--- config.mk ---
export PLATFORM = sky130hd
export DESIGN_NAME = uart_tx_engine
export DESIGN_NICKNAME = d
export VERILOG_FILES = /design/src/rtl/uart_tx_engine.sv
export SDC_FILE = /design/constraint.sdc
export NUM_CORES = 1
export LEC_CHECK = 0
export BUFFER_PORTS_ARGS = -buffer_cell sky130_fd_sc_hd__buf_2
export CORE_MARGIN = 2
export CORE_UTILIZATION = 51
export CTS_BUF_LIST = sky130_fd_sc_hd__clkbuf_16
export DETAILED_ROUTE_END_ITERATION = 10
export GPL_TIMING_DRIVEN = 0
export PLACE_DENSITY = 0.76
export SYNTH_ARGS = -nofsm -noshare
export SYNTH_HDL_FRONTEND = slang
export SYNTH_SLANG_ARGS = --single-unit
--- constraint.sdc ---
create_clock -name ref_clk -period 1.7 [get_ports ref_clk]
set_input_delay 0 -clock ref_clk [delete_from_list [all_inputs] [get_ports ref_clk]]
set_output_delay 0 -clock ref_clk [all_outputs]
set_load 0.005 [all_outputs]
--- src/rtl/uart_tx_engine.sv ---
// Asynchronous serial transmitter with a level tx_start/tx_done handshake.
// Define UART_TX_PARITY_EN to append an even-parity bit after the data MSB.
module uart_tx_engine #(
   parameter int CLKS_PER_BIT = 833,
   parameter int DATA_BITS    = 8
) (
   input  logic                 ref_clk,
   input  logic                 nreset,
   input  logic                 tx_start,
   input  logic [DATA_BITS-1:0] tx_data,
   output logic                 tx_line,
   output logic                 tx_done,
   output logic                 busy
);

   localparam int CNT_W = $clog2(CLKS_PER_BIT);
   localparam int IDX_W = $clog2(DATA_BITS);
   localparam logic [CNT_W-1:0] BAUD_LAST = CNT_W'(CLKS_PER_BIT - 1);
   localparam logic [IDX_W-1:0] IDX_LAST  = IDX_W'(DATA_BITS - 1);

   typedef enum logic [2:0] {
      ST_IDLE,
      ST_START,
      ST_DATA,
`ifdef UART_TX_PARITY_EN
      ST_PARITY,
`endif
      ST_STOP,
      ST_DONE
   } state_t;

   state_t                 state_q, state_d;
   logic [CNT_W-1:0]       baud_q, baud_d;
   logic [IDX_W-1:0]       idx_q, idx_d;
   logic [DATA_BITS-1:0]   shift_q, shift_d;
   logic                   tx_line_q, tx_line_d;
   logic                   tx_done_q, tx_done_d;
   logic                   busy_q, busy_d;
`ifdef UART_TX_PARITY_EN
   logic                   parity_q, parity_d;
`endif

   logic bit_end;

   assign bit_end = (baud_q == BAUD_LAST);

   always_ff @(posedge ref_clk) begin
      if (!nreset) begin
         state_q   <= ST_IDLE;
         baud_q    <= '0;
         idx_q     <= '0;
         shift_q   <= '0;
         tx_line_q <= 1'b1;
         tx_done_q <= 1'b0;
         busy_q    <= 1'b0;
`ifdef UART_TX_PARITY_EN
         parity_q  <= 1'b0;
`endif
      end else begin
         state_q   <= state_d;
         baud_q    <= baud_d;
         idx_q     <= idx_d;
         shift_q   <= shift_d;
         tx_line_q <= tx_line_d;
         tx_done_q <= tx_done_d;
         busy_q    <= busy_d;
`ifdef UART_TX_PARITY_EN
         parity_q  <= parity_d;
`endif
      end
   end

   // tx_line_d is the level for the *next* bit period, so the line register
   // switches on the same edge as the state change and stays glitch-free.
   always_comb begin
      state_d   = state_q;
      baud_d    = bit_end ? '0 : baud_q + 1'b1;
      idx_d     = idx_q;
      shift_d   = shift_q;
      tx_line_d = tx_line_q;
      tx_done_d = tx_done_q;
      busy_d    = busy_q;
`ifdef UART_TX_PARITY_EN
      parity_d  = parity_q;
`endif

      case (state_q)
         ST_IDLE: begin
            baud_d    = '0;
            tx_line_d = 1'b1;
            if (tx_start) begin
               shift_d   = tx_data;
               busy_d    = 1'b1;
               tx_line_d = 1'b0;
               state_d   = ST_START;
`ifdef UART_TX_PARITY_EN
               parity_d  = ^tx_data;
`endif
            end
         end

         ST_START: begin
            if (bit_end) begin
               idx_d     = '0;
               tx_line_d = shift_q[0];
               state_d   = ST_DATA;
            end
         end

         ST_DATA: begin
            if (bit_end) begin
               shift_d = shift_q >> 1;
               idx_d   = idx_q + 1'b1;
               if (idx_q == IDX_LAST) begin
`ifdef UART_TX_PARITY_EN
                  tx_line_d = parity_q;
                  state_d   = ST_PARITY;
`else
                  tx_line_d = 1'b1;
                  state_d   = ST_STOP;
`endif
               end else begin
                  tx_line_d = shift_q[1];
               end
            end
         end

`ifdef UART_TX_PARITY_EN
         ST_PARITY: begin
            if (bit_end) begin
               tx_line_d = 1'b1;
               state_d   = ST_STOP;
            end
         end
`endif

         ST_STOP: begin
            if (bit_end) begin
               tx_done_d = 1'b1;
               state_d   = ST_DONE;
            end
         end

         ST_DONE: begin
            baud_d    = '0;
            tx_line_d = 1'b1;
            if (!tx_start) begin
               tx_done_d = 1'b0;
               busy_d    = 1'b0;
               state_d   = ST_IDLE;
            end
         end

         default: begin
            baud_d    = '0;
            tx_line_d = 1'b1;
            tx_done_d = 1'b0;
            busy_d    = 1'b0;
            state_d   = ST_IDLE;
         end
      endcase
   end

   assign tx_line = tx_line_q;
   assign tx_done = tx_done_q;
   assign busy    = busy_q;

endmodule

==> flow_summary_export.csv <==
group,metric,value,unit
grt,grtUsageMet2,34.9,%
synth,synthArstFlopShare,0,%
route,wire_per_inst,14.3,um
grt,grt_max_degree,15,
final_layout,fin_nets,193,
synth,synth_cell_types,37,
place,placed_area,1470,sq um
power,ir_worst_vdd,0.661,mV
synth,synth_nets,161,
worst_setup_path,crit_family,"simple AND/OR/NAND/NOR gates",
route,vias,1176,
synth,synth-main-ff-cell,"dfxtp_1",
grt,grt.total_usage,20.5,%
worst_hold_path,hold_path.class,"in -> reg",
worst_setup_path,crit_type,"reg -> reg",
worst_setup_path,cp.required,1.85,ns
worst_setup_path,cp_cell_sequence,"inv_2 -> ha_2 -> and4bb_2 -> and4b_1 -> buf_6 -> buf_16 -> o311a_1",
synth,yosysWarnings,0,
die,die_w,55.8,um
clock_network,cts.sinks,27,
sta,clock.fmax,0.587,GHz
sta,rsz0062_at_grt,"true",
clock_network,cts_buffer_depth,2,
place,hpwl,1820,um
power,power_density,745,nW/um^2
final_layout,final_common_cell,"dfxtp_1",
worst_setup_path,cp_max_fo,5,
grt,grt_pass1_vias,1155,
worst_setup_path,critPathBufInv,3,
worst_setup_path,critPathLaunchType,"register",
route,drtPass1Iterations,4,
final_layout,antenna_cells,0,
worst_setup_path,crit_arrival,1.85,ns
sta,worst_pin_slew,0.488,ns
sta,finalWorstSetupSlack,-0.00279,ns
worst_setup_path,crit_path_top_delay_cell,"dfxtp_4",
sta,hold_slack,0.0326,ns
clock_network,clk_latency,0.26,ns
grt,grtUsageMet1,24.1,%
route,drc,0,
worst_setup_path,max_stage_delay,0.35,ns
synth,synth_edf_count,0,
worst_setup_path,rrSetupSlack,-0.003,ns
route,wirelength,2970,um
clock_network,clock-root-buffer,"clkbuf_16",
final_layout,finalInstanceArea,1760,sq um
synth,syn_avg_cell_area,9.36,sq um
grt,met3_usage,3.26,%
sta,fin_crit,1.70,ns
final_layout,drive_gt1_share,32.2,%
sta,final.period_utilization,100,%
final_layout,final_core_util,70.3,%
clock_network,cts_tree,"done",
outcome,violations,"setup timing",
die,rows,18,
sta,max_slew_margin,67.5,%
place,io_buffers,13,
die,coreArea,2500,sq um
die,ios,14,
grt,gr-total-overflow,0,
power,total_power,1310,uW
sta,maxSlewViolCount,0,
synth,synth-seq-cells,27,
synth,synth_seq_area_share,39.6,%
final_layout,mostFrequentLayoutCells,"22 x dfxtp_1, 14 x nor2_1, 13 x buf_2",
route,drtAntennaViolNets,0,
synth,syn-cell-area,1370,sq um
grt,grt_antenna_before_repair,0,
sta,setup_tns,-0.00279,ns
place,gp_congestion,0.828,
outcome,status,"finished with violations",
sta,clock_skew,0.00225,ns
grt,busiest_layer,"met2",
die,dieArea,3110,sq um
final_layout,syn2layout_area_growth,28.6,%
die,start_util,54.7,%
die,die_y,55.8,um
power,p_leak,0.000776,uW
sta,finalSetupViolCount,1,
grt,grt_pass1_wl,5030,um
synth,synthTopCellsByArea,"dfxtp_1 40%, mux2i_1 5.1%, o311a_1 5.1%",
worst_setup_path,end_kind,"register",
synth,syn_inst,146,
synth,yosys.area.top_type,"dfxtp_1",
clock_network,cts_buffers,3,
clock_network,htree_levels,1,
route,post_drt_via_cell_ratio,5.68,
sta,hold_violations,0,
clock_network,path_clk_slew,0.06,ns
synth,synth.top_cell.area_share,39.6,%
route,initialDrtViolationCount,23,
run,cap_violations,0,
## metrics by stage
stage / std cells / setup slack, ns
floorplan: 146 / 0.00191
global placement: 189 / -0.0932
detailed placement: 189 / -0.155
CTS: 207 / -0.0507
global route: 207 / -0.0340
finish: 207 / -0.00279
## cell type report
class | count | area, sq um
multi-input combinational | 105 | 788
fill | 173 | 743
sequential | 27 | 552
timing repair buffer | 30 | 248
clock buffer | 3 | 75.1
tap | 30 | 37.5
buffer | 5 | 30.0
inverter | 6 | 22.5
clock inverter | 1 | 3.75
## registers in the layout (all words and copies together), names as in the netlist
| register | cells |
|---|---|
| idx_q | 3 |
| baud_q | 10 |
| tx_line | 1 |
| shift_q | 8 |
| tx_done | 1 |
| state_q | 3 |
| busy | 1 |
## cells by family after synthesis
group	count (synthesis)	share of synthesized area, %
compound gates	33	17.7
xor+xnor	11	7.05
fa+ha+maj	5	4.40
buf+inv	14	6.78
flops	27	39.6
mux	7	5.13
simple gates	49	19.4
## metal layers
| metal | wire length [um] | up-vias |
|---|---|---|
| li1 | - | 594 |
| met1 | 1280 | 558 |
| met2 | 1530 | 18 |
| met3 | 89 | 6 |
| met4 | 65 | 0 |
| met5 | 0 | - |
## worst reg2reg max path: stages, from the launching register on
cell	delay, ns
dfxtp_4	0.35
inv_2	0.03
ha_2	0.16
and4bb_2	0.24
and4b_1	0.23
buf_6	0.15
buf_16	0.13
o311a_1	0.31
## path summary, 6_finish.rpt
| kind | start | end | cells after the start |
|---|---|---|---|
| worst max-delay path | baud_q[0] | shift_q[1] | 7 |
| worst min-delay path | nreset | shift_q[7] | 3 |
| worst min register to register | busy | busy | 2 |
| worst max register to register | baud_q[0] | shift_q[1] | 7 |
## where the power goes
part           internal [uW]  switching, uW  leakage, uW
sequential               655           14.5     0.000223
combinational           63.1           60.1     0.000511
clock                    314            202    0.0000423
## synthesized netlist by cell type (2+ instances only)
master and count:
nand2_1 7, buf_1 2, nor2_2 2, o21a_1 2, xnor2_1 3, inv_1 6
nand3_1 6, nand4_1 4, dfxtp_1 27, o211a_1 2, o21ai_0 9, buf_6 3
nand2b_1 2, and3_1 2, nor3_1 4, or3b_2 2, o31ai_1 3, ha_1 4
xor2_1 8, a21oi_1 6, mux2i_1 7, nor2_1 14, o311a_1 7
## what timing repair did
action | in CTS | in global routing
gates resized for setup | 21 | 9
setup buffers | 11 | 4
hold endpoints to repair | 1 | 0
hold buffers | 1 | 0
setup endpoints to repair | 19 | 21
pin swaps | 5 | 7
gates cloned | 2 | 0
Note: power is estimated with default switching activity, not from simulation.
